File: src/rtl/mmio_pkg.sv
// Shared types and constants for the MMIO hub: FSM states, bus-error codes,
// internal register offsets and the legacy peripheral address tags.
package mmio_pkg;

  typedef enum logic [1:0] {
    ST_IDLE,
    ST_WRITE,
    ST_READ,
    ST_RESP
  } state_t;

  typedef logic [2:0] err_t;

  localparam err_t ERR_NONE     = 3'd0;
  localparam err_t ERR_RD_UNMAP = 3'd1;
  localparam err_t ERR_WR_UNMAP = 3'd2;
  localparam err_t ERR_TIMEOUT  = 3'd3;
  localparam err_t ERR_RO       = 3'd4;

  localparam logic [7:0] OFF_CLK_US   = 8'h00;
  localparam logic [7:0] OFF_CLK_MS   = 8'h04;
  localparam logic [7:0] OFF_CLK_S    = 8'h08;
  localparam logic [7:0] OFF_ERR_CODE = 8'h0C;
  localparam logic [7:0] OFF_ERR_ADDR = 8'h10;

  localparam logic [11:0] TAG_DMEM = 12'h000;
  localparam logic [11:0] TAG_VGA  = 12'h001;
  localparam logic [11:0] TAG_KBD  = 12'h002;
  localparam logic [11:0] TAG_HEX  = 12'h003;
  localparam logic [11:0] TAG_SW   = 12'h004;
  localparam logic [11:0] TAG_INT  = 12'hFFF;

endpackage

File: src/rtl/mmio_timebase.sv
// Free-running us/ms/s time counters driven by a clock prescaler.
// Counters are CPU-loadable; a load in the same cycle as a tick wins.
module mmio_timebase
  import mmio_pkg::*;
#(
  parameter int CLK_HZ = 50000000
) (
  input  logic        clock,
  input  logic        reset,
  input  logic        ld_us,
  input  logic        ld_ms,
  input  logic        ld_s,
  input  logic [31:0] ld_val,
  output logic [31:0] clk_us,
  output logic [31:0] clk_ms,
  output logic [31:0] clk_s
);
  localparam int DIV = CLK_HZ / 1000000;
  localparam int PW  = (DIV > 1) ? $clog2(DIV) : 1;

  logic [PW-1:0] pre;
  logic [9:0]    ms_sub, s_sub;
  logic          us_tick, ms_tick, s_tick;

  assign us_tick = (pre == PW'(DIV - 1));
  assign ms_tick = us_tick && (ms_sub == 10'd999);
  assign s_tick  = ms_tick && (s_sub == 10'd999);

  always_ff @(posedge clock) begin
    if (reset) begin
      pre    <= '0;
      ms_sub <= '0;
      s_sub  <= '0;
      clk_us <= '0;
      clk_ms <= '0;
      clk_s  <= '0;
    end else begin
      pre <= us_tick ? '0 : pre + 1'b1;
      if (us_tick) ms_sub <= ms_tick ? '0 : ms_sub + 10'd1;
      if (ms_tick) s_sub <= s_tick ? '0 : s_sub + 10'd1;
      // sub-counters keep their phase across CPU loads of the visible counters
      if (ld_us)        clk_us <= ld_val;
      else if (us_tick) clk_us <= clk_us + 32'd1;
      if (ld_ms)        clk_ms <= ld_val;
      else if (ms_tick) clk_ms <= clk_ms + 32'd1;
      if (ld_s)         clk_s  <= ld_val;
      else if (s_tick)  clk_s  <= clk_s + 32'd1;
    end
  end

endmodule

File: src/rtl/mmio_hub.sv
// CPU data-port hub: decodes addr[31:20] to external slaves or internal
// timer/error registers; reads wait on slv_ready with a timeout.
module mmio_hub
  import mmio_pkg::*;
#(
  parameter int                    NUM_SLV = 8,
  parameter logic [NUM_SLV*12-1:0] SLV_TAG = {NUM_SLV{12'h000}},
  parameter logic [11:0]           INT_TAG = TAG_INT,
  parameter int                    CLK_HZ  = 50000000,
  parameter int                    TIMEOUT = 255
) (
  input  logic                  clock,
  input  logic                  reset,
  input  logic                  cpu_req,
  input  logic                  cpu_we,
  input  logic [31:0]           cpu_addr,
  input  logic [31:0]           cpu_wdata,
  output logic                  cpu_busy,
  output logic                  cpu_ack,
  output logic [31:0]           cpu_rdata,
  output logic [NUM_SLV-1:0]    slv_sel,
  output logic                  slv_we,
  output logic                  slv_re,
  output logic [19:0]           slv_addr,
  output logic [31:0]           slv_wdata,
  input  logic [NUM_SLV*32-1:0] slv_rdata,
  input  logic [NUM_SLV-1:0]    slv_ready,
  output logic                  irq_err
);
  localparam int            WW        = $clog2(TIMEOUT + 1);
  localparam logic [WW-1:0] WAIT_LAST = WW'(TIMEOUT - 1);

  state_t               state, state_nxt;
  logic [31:0]          addr_q, wdata_q, rdata_q, err_addr;
  logic [31:0]          new_err_addr, int_rdata, rd_mux;
  logic [31:0]          clk_us, clk_ms, clk_s;
  logic [NUM_SLV-1:0]   sel_q, hit_sel;
  logic [WW-1:0]        wait_cnt;
  err_t                 err_code, new_err, int_err;
  logic                 accept, is_int, is_ext, int_wr, rdy, timeout;
  logic                 ld_us, ld_ms, ld_s, err_clr;

  assign accept  = (state == ST_IDLE) && cpu_req;
  assign is_int  = (cpu_addr[31:20] == INT_TAG);
  assign is_ext  = !is_int && (|hit_sel);
  assign int_wr  = accept && is_int && cpu_we;
  assign rdy     = |(slv_ready & sel_q);
  assign timeout = (state == ST_READ) && !rdy && (wait_cnt == WAIT_LAST);

  // descending scan so the lowest matching slave index wins
  always_comb begin
    hit_sel = '0;
    for (int i = NUM_SLV - 1; i >= 0; i--) begin
      if (SLV_TAG[i*12 +: 12] == cpu_addr[31:20]) begin
        hit_sel    = '0;
        hit_sel[i] = 1'b1;
      end
    end
  end

  always_comb begin
    rd_mux = '0;
    for (int i = 0; i < NUM_SLV; i++) begin
      rd_mux = rd_mux | (slv_rdata[i*32 +: 32] & {32{sel_q[i]}});
    end
  end

  always_comb begin
    int_rdata = '0;
    int_err   = ERR_NONE;
    ld_us     = 1'b0;
    ld_ms     = 1'b0;
    ld_s      = 1'b0;
    err_clr   = 1'b0;
    case (cpu_addr[7:0])
      OFF_CLK_US:   begin int_rdata = clk_us; ld_us = int_wr; end
      OFF_CLK_MS:   begin int_rdata = clk_ms; ld_ms = int_wr; end
      OFF_CLK_S:    begin int_rdata = clk_s;  ld_s  = int_wr; end
      OFF_ERR_CODE: begin int_rdata = {29'd0, err_code}; err_clr = int_wr; end
      OFF_ERR_ADDR: begin
        int_rdata = err_addr;
        if (cpu_we) int_err = ERR_RO;
      end
      default:      int_err = cpu_we ? ERR_WR_UNMAP : ERR_RD_UNMAP;
    endcase
  end

  always_comb begin
    new_err      = ERR_NONE;
    new_err_addr = addr_q;
    if (accept) begin
      new_err_addr = cpu_addr;
      if (is_int)       new_err = int_err;
      else if (!is_ext) new_err = cpu_we ? ERR_WR_UNMAP : ERR_RD_UNMAP;
    end else if (timeout) begin
      new_err = ERR_TIMEOUT;
    end
  end

  always_ff @(posedge clock) begin
    if (reset) state <= ST_IDLE;
    else       state <= state_nxt;
  end

  always_comb begin
    state_nxt = state;
    case (state)
      ST_IDLE:  if (cpu_req) state_nxt = is_ext ? (cpu_we ? ST_WRITE : ST_READ) : ST_RESP;
      ST_WRITE: state_nxt = ST_RESP;
      ST_READ:  if (rdy || timeout) state_nxt = ST_RESP;
      ST_RESP:  state_nxt = ST_IDLE;
      default:  state_nxt = ST_IDLE;
    endcase
  end

  always_ff @(posedge clock) begin
    if (reset) begin
      addr_q   <= '0;
      wdata_q  <= '0;
      rdata_q  <= '0;
      sel_q    <= '0;
      wait_cnt <= '0;
      err_code <= ERR_NONE;
      err_addr <= '0;
    end else begin
      case (state)
        ST_IDLE: if (cpu_req) begin
          addr_q   <= cpu_addr;
          wdata_q  <= cpu_wdata;
          sel_q    <= is_ext ? hit_sel : '0;
          wait_cnt <= '0;
          rdata_q  <= (is_int && !cpu_we) ? int_rdata : '0;
        end
        ST_READ: begin
          if (rdy)          rdata_q  <= rd_mux;
          else if (timeout) rdata_q  <= '0;
          else              wait_cnt <= wait_cnt + 1'b1;
        end
        ST_RESP: sel_q <= '0;
        default: ;
      endcase
      // first error sticks; a same-cycle clear lets a fresh error through
      if (new_err != ERR_NONE && (err_code == ERR_NONE || err_clr)) begin
        err_code <= new_err;
        err_addr <= new_err_addr;
      end else if (err_clr) begin
        err_code <= ERR_NONE;
        err_addr <= '0;
      end
    end
  end

  assign cpu_busy  = (state != ST_IDLE);
  assign cpu_ack   = (state == ST_RESP);
  assign cpu_rdata = rdata_q;
  assign slv_sel   = sel_q;
  assign slv_we    = (state == ST_WRITE);
  assign slv_re    = (state == ST_READ) && (wait_cnt == '0);
  assign slv_addr  = addr_q[19:0];
  assign slv_wdata = wdata_q;
  assign irq_err   = (err_code != ERR_NONE);

  mmio_timebase #(.CLK_HZ(CLK_HZ)) u_tb (
    .clock  (clock),
    .reset  (reset),
    .ld_us  (ld_us),
    .ld_ms  (ld_ms),
    .ld_s   (ld_s),
    .ld_val (cpu_wdata),
    .clk_us (clk_us),
    .clk_ms (clk_ms),
    .clk_s  (clk_s)
  );

endmodule

File: config.mk
export PLATFORM = sky130hd
export DESIGN_NAME = mmio_hub
export DESIGN_NICKNAME = d
export VERILOG_FILES = /design/src/rtl/mmio_pkg.sv /design/src/rtl/mmio_timebase.sv /design/src/rtl/mmio_hub.sv
export SDC_FILE = /design/constraint.sdc
export NUM_CORES = 1
export LEC_CHECK = 0
export ABC_AREA = 1
export BUFFER_PORTS_ARGS = -buffer_cell sky130_fd_sc_hd__buf_2
export CORE_ASPECT_RATIO = 0.6
export CORE_MARGIN = 3
export CORE_UTILIZATION = 53
export CTS_CLUSTER_DIAMETER = 40
export DETAILED_ROUTE_END_ITERATION = 7
export GPL_TIMING_DRIVEN = 0
export PLACE_DENSITY = 0.79
export SYNTH_ARGS = -nofsm -noshare
export SYNTH_HDL_FRONTEND = slang
export SYNTH_HIERARCHICAL = 1
export SYNTH_SLANG_ARGS = --single-unit
File: constraint.sdc
create_clock -name clock -period 3.2 [get_ports clock]
set_clock_uncertainty 0.05 [all_clocks]
set_input_delay 0.48 -clock clock [delete_from_list [all_inputs] [get_ports clock]]
set_output_delay 0.48 -clock clock [all_outputs]
set_load 0.05 [all_outputs]
; ---- After elaboration in Yosys (flattened, before gate mapping)
; Cells that the tools add are included.
[word_totals]
reg_bits = 271
latchBits = 0
mem_bits_rw = 0
mem_bits_ro = 0
in_bits = 332
output_inout_bits = 97
word_cells = 136
mem_count = 0
[op_classes]
n_addsub = 7
mul = 0
n_div = 0
order_cmp = 0
eq_ne = 17
n_shift = 0
muxes = 43
bitwise = 16
n_reduce_logical = 39
[op_table]
columns = operator, n
row1 = $mux 32, 13
row2 = $and 32x32->32, 8
row3 = $or 32x32->32, 7
row4 = $pmux 32 s5, 1
row5 = $add 32x1->32 const B, 3
row6 = $pmux 32 s2, 1
row7 = $mux 8, 5
row8 = $pmux 8 s2, 2
row9 = $add 10x1->10 const B, 2
row10 = $eq 10x10->1 const B, 2
row11 = $mux 10, 2
row12 = $eq 8x4->1 const B, 2
row13 = $logic_not 8->1, 2
row14 = $reduce_or 8->1, 2
row15 = $mux 3, 5
row16 = $mux 2, 7
row17 = $reduce_bool 2->1, 7
row18 = $eq 12x12->1 const B, 1
row19 = $logic_not 12->1, 1
row20 = $logic_and 1x1->1, 11
row21 = $add 8x1->8 const B, 1
row22 = $and 8x8->8, 1
row23 = $eq 8x3->1 const B, 1
row24 = $eq 8x5->1 const B, 1
row25 = 21 further kinds, 34

; ---- Longest topological paths before layout
[depth]
depth_word = 10
depth_mapped = 15
depth_no_buf = 14

; ---- Hierarchy
; Netlist, hierarchy kept.
[by_module_without_submodules]
columns = module, instances, cells_each, area_each_um2
row1 = mmio_timebase, 1, 1395, 8291.7
row2 = mmio_hub, 1, 971, 6680.2

; ---- Worst setup path before layout
; Ideal clock, no wire load.
[synth_path]
path_type = register to output
startpoint = reg state[0]
endpoint = out slv_re
arrival_time_ns = 2.246
required_time_ns = 2.670
setup_slack_ns = 0.424
stages_incl_launch_ff = 6
path_cell_list = dfxtp_1 > inv_1 > ha_1 > buf_2 > nand4_1 > nor4_1
[synth_between]
elab_chain_cells = 2
[synth_lines]
columns = element, line
row1 = from (decl), mmio_hub.sv:33  ; state_t state, state_nxt;
row2 = from (signal assigned), mmio_hub.sv:102  ; else state <= state_nxt;
row3 = $eq 2x2->1, mmio_hub.sv:158  ; assign slv_re = (state == ST_READ) && (wait_cnt == '0);
row4 = $logic_and 1x1->1, mmio_hub.sv:158
row5 = to (decl), mmio_hub.sv:23  ; output logic slv_re,
; No other way between the ends.

; ---- Worst setup path after layout
[layout_path]
startpoint = reg state[1]
endpoint = reg u_tb.clk_s[23]
[layout_between]
elab_chain_cells = 6
[layout_lines]
columns = element, line
row1 = $logic_not 2->1 (*), mmio_hub.sv:43  ; assign accept = (state == ST_IDLE) && cpu_req;
row2 = $logic_and 1x1->1 (*), mmio_hub.sv:43
row3 = $logic_and 1x1->1 (*) (2 in a row), mmio_hub.sv:46  ; assign int_wr = accept && is_int && cpu_we;
row4 = $mux 1 (*), mmio_hub.sv:75  ; case (cpu_addr[7:0])
row5 = named net ld_s, mmio_hub.sv:41  ; logic ld_us, ld_ms, ld_s, err_clr;
row6 = $mux 32 or $reduce_bool 2->1 (tied branches), n/a
row7 = to (signal assigned), mmio_timebase.sv:46  ; if (ld_s) clk_s <= ld_val;
row8 = to (signal assigned), mmio_timebase.sv:47  ; else if (s_tick) clk_s <= clk_s + 32'd1;
row9 = to (decl), mmio_timebase.sv:16  ; output logic [31:0] clk_s
; The timed path passes the listed nets; every way through them passes the cells marked *.
; A chain may end at the register's enable or synchronous reset.

==> flow_summary.ini <==
[run_status]
status = completed

[global_route]
grt_start_max_net_pins = 15
grt_use_total_pct = 40.2
grt_pass1_vias = 15400
grt-ovfl-total = 0
antenna_found_initial = 0
grt_pass1_wl_mm = 92.6

[critical_path]
crit_start = state[1]
cp.arrival_ns = 3.42
r2r_setup_slack_ns = 0.10
r2r-start = state[1]
crit_required_ns = 3.52
cp-start-kind = flip-flop
crit_chain = inv_1 > ha_1 > nand2_1 > nor2_2 > nor3b_4 > inv_1 > nor2_1 > clkbuf_2 > inv_1 > clkbuf_1 > nand3_2 > nor2_1 > nor2_1 > nor2_1
slowest_stage = dfxtp_1
crit_path_end_kind = flip-flop
timing.rr.end = u_tb/clk_s[23]
rr_worst_depth = 14
path_class = flip-flop to flip-flop
cp_slowest_stage_delay_ns = 0.34
critPathMostFrequentCell = nor2_1
critPathMaxFanout = 10

[place]
io_buffers = 190
place_ws_ns = -0.138
place_congestion = 1.06
hpwl_mm = 49.6

[synth]
yosys.area.top_type = dfxtp_1
synth_area_um2 = 15000
syn_inst = 2366
synthTopCellsByCount = nand2_1, nor2_1, dfxtp_1, inv_1, nand3_1
async_flop_share_pct = 0
synth_ff_type = dfxtp_1
synth_seq_cells = 264
synth_edf_count = 0
yosys-top-cells-area = dfxtp_1, nand2_1, nor2_1
synth.avg_cell_area_um2 = 6.33
yosysSeqAreaShare_pct = 35.3
synthDominantCellAreaShare_pct = 35.3
synth_cell_types = 47
yosysMostFrequentCell = nand2_1
yosysWarnings = 6

[clock_tree]
cts_tree = yes
cts_root_buf = clkbuf_16
postCtsHoldBufs = 0
clk_pin_slew_ns = 0.06
clock_latency_ns = 0.53
h-tree-depth = 2
cts.sinks = 264
clockBufferDepth = 3
cts_buffers = 36

[cells_and_area]
layout-drive-gt1-share_pct = 14.2
n_antenna_cell = 0
multi_input_area_um2 = 8190
post-route-util_pct = 65.1
nets = 2946
area_growth_pct = 17.8
regArea_um2 = 5290
n_fill_cell = 2578

[timing]
setup_ws_ns = 0.102
setup_viol = 0
fmax_mhz = 323
final-max-slew-violation-count = 0
hold_viol = 0
tightest_slew_ns = 1.07
period_share_pct = 96.8
period_minus_slack_ns = 3.10
rsz0062_at_grt = false
slew_headroom_pct = 28.7

[die]
initial_core_util_pct = 55.2
pin_count = 429
rows = 46
fp.dieH_um = 136
die_area_um2 = 30400
dieWidth_um = 223
core_um2 = 27100

[pwr]
powerDensity_nw_per_um2 = 702
max-vdd-ir-drop_mv = 0.692
p_leak_nw = 7.20

[worst_hold_path]
min_delay_path_depth = 3
min_path_type = input pin to flip-flop
hp-start = slv_rdata[10]
hold_end = cpu_rdata[10]

[route]
drt-total-wl_mm = 63.1
drt_iter0_markers = 2883
first_pass_iters = 8
num_vias = 17600
drc_errors = 0
vias_per_cell = 5.89
wl_per_cell_um = 21.1
ant_nets = 0

[run]
max_cap_violations = 0
## final cells by class
type / count / share of cell area (%)
multi-input combinational: 1755 / 46.4
sequential: 264 / 30.0
clock buffer: 46 / 5.55
timing repair buffer: 192 / 5.55
inverter: 221 / 4.72
buffer: 130 / 3.97
tap: 360 / 2.55
clock inverter: 18 / 1.26
## cell usage in the layout (no fill, tap or decap), drive strengths merged
| cell | synthesis | final |
|---|---|---|
| nand3 | 200 | 200 |
| mux2i | 1 | 1 |
| nor2 | 294 | 294 |
| xor2 | 20 | 20 |
| inv | 220 | 226 |
| o21ai | 196 | 196 |
| or2 | 2 | 2 |
| o22ai | 2 | 2 |
| clkinv | 1 | 6 |
| nand4 | 54 | 54 |
| and2 | 2 | 2 |
| o221ai | 1 | 1 |
| bufinv | 0 | 3 |
| conb | 1 | 7 |
| a221oi | 1 | 1 |
| clkinvlp | 0 | 4 |
| o21bai | 10 | 10 |
| nor3b | 5 | 5 |
| nand2 | 689 | 689 |
| nor4 | 2 | 2 |
| a22oi | 1 | 1 |
| nand3b | 10 | 10 |
| a211oi | 6 | 6 |
| nor3 | 44 | 44 |
| xnor2 | 10 | 10 |
| a21oi | 172 | 172 |
| ha | 14 | 14 |
| a31oi | 12 | 12 |
| clkbuf | 69 | 112 |
| buf | 63 | 256 |
| dfxtp | 264 | 264 |
## metrics by stage
stage / cell area (um^2) / power [mW] / std cells / setup TNS (ns) / hold WS [ns]
finish: 17600 / 12.4 / 2986 / 0 / 0.175
detailed placement: 16400 / 8.25 / 2922 / -1.06 / 0.413
floorplan: 15000 / 7.05 / 2372 / 0 / 0.383
global placement: 16400 / 8.13 / 2922 / -0.0879 / 0.397
CTS: 17600 / 12.3 / 2985 / 0 / 0.165
global route: 17600 / 12.8 / 2986 / 0 / 0.179
## report_power, final
part           switching [mW]  internal (mW)
Clock                    1.64           2.45
Combinational            3.19           1.01
Sequential              0.288           3.82
Total                    5.11           7.28
## logic make-up after synthesis
group | Yosys count | synth area share (%)
buf+inv | 353 | 10.2
simple gates | 1302 | 37.3
fa+ha+maj | 14 | 1.17
flops | 264 | 35.3
mux | 1 | 0.0669
compound gates | 401 | 14.2
xor+xnor | 30 | 1.75
other cells | 1 | 0.0250
## worst max path at each step
stage / slack, ns / to
final: 0.10 / u_tb/clk_s[23]
after global routing: 0.02 / u_tb/clk_ms[2]
after CTS: 0.03 / u_tb/clk_ms[10]
after detailed placement: -0.14 / u_tb/clk_ms[17]
after global placement: -0.06 / u_tb/clk_ms[17]
after floorplan: 0.42 / slv_re
## sequential cells by signal, indices dropped and copies added, names as in the netlist
| name | flops |
|---|---|
| addr_q | 32 |
| cpu_rdata | 32 |
| err_addr | 32 |
| err_code | 3 |
| slv_sel | 1 |
| slv_wdata | 32 |
| state | 2 |
| u_tb/clk_ms | 32 |
| u_tb/clk_s | 32 |
| u_tb/clk_us | 32 |
| u_tb/ms_sub | 10 |
| u_tb/pre | 6 |
| u_tb/s_sub | 10 |
| wait_cnt | 8 |
## layer usage
layer	wire length (um)	global-route usage (%)	share of wire, %
met1	26200	58.0	42
met2	23400	52.1	37
met3	11700	19.3	18
met4	1730	11.1	2.7
met5	117	2.90	0.19
## worst max-delay path, delay by kind of cell, from the launching register on
kind                       cells  cell delay, ns
adders and majority gates      1            0.28
and+or+nand+nor                8            1.24
buffers and inverters          5            1.03
DFF                            1            0.34
## what timing repair did
action,in CTS,in global routing
endpoints found under the setup margin,23,62
pin swaps,0,0
buffers inserted,0,2
gates resized for setup,3,14
No activity file was read; power rests on OpenSTA's default activity.
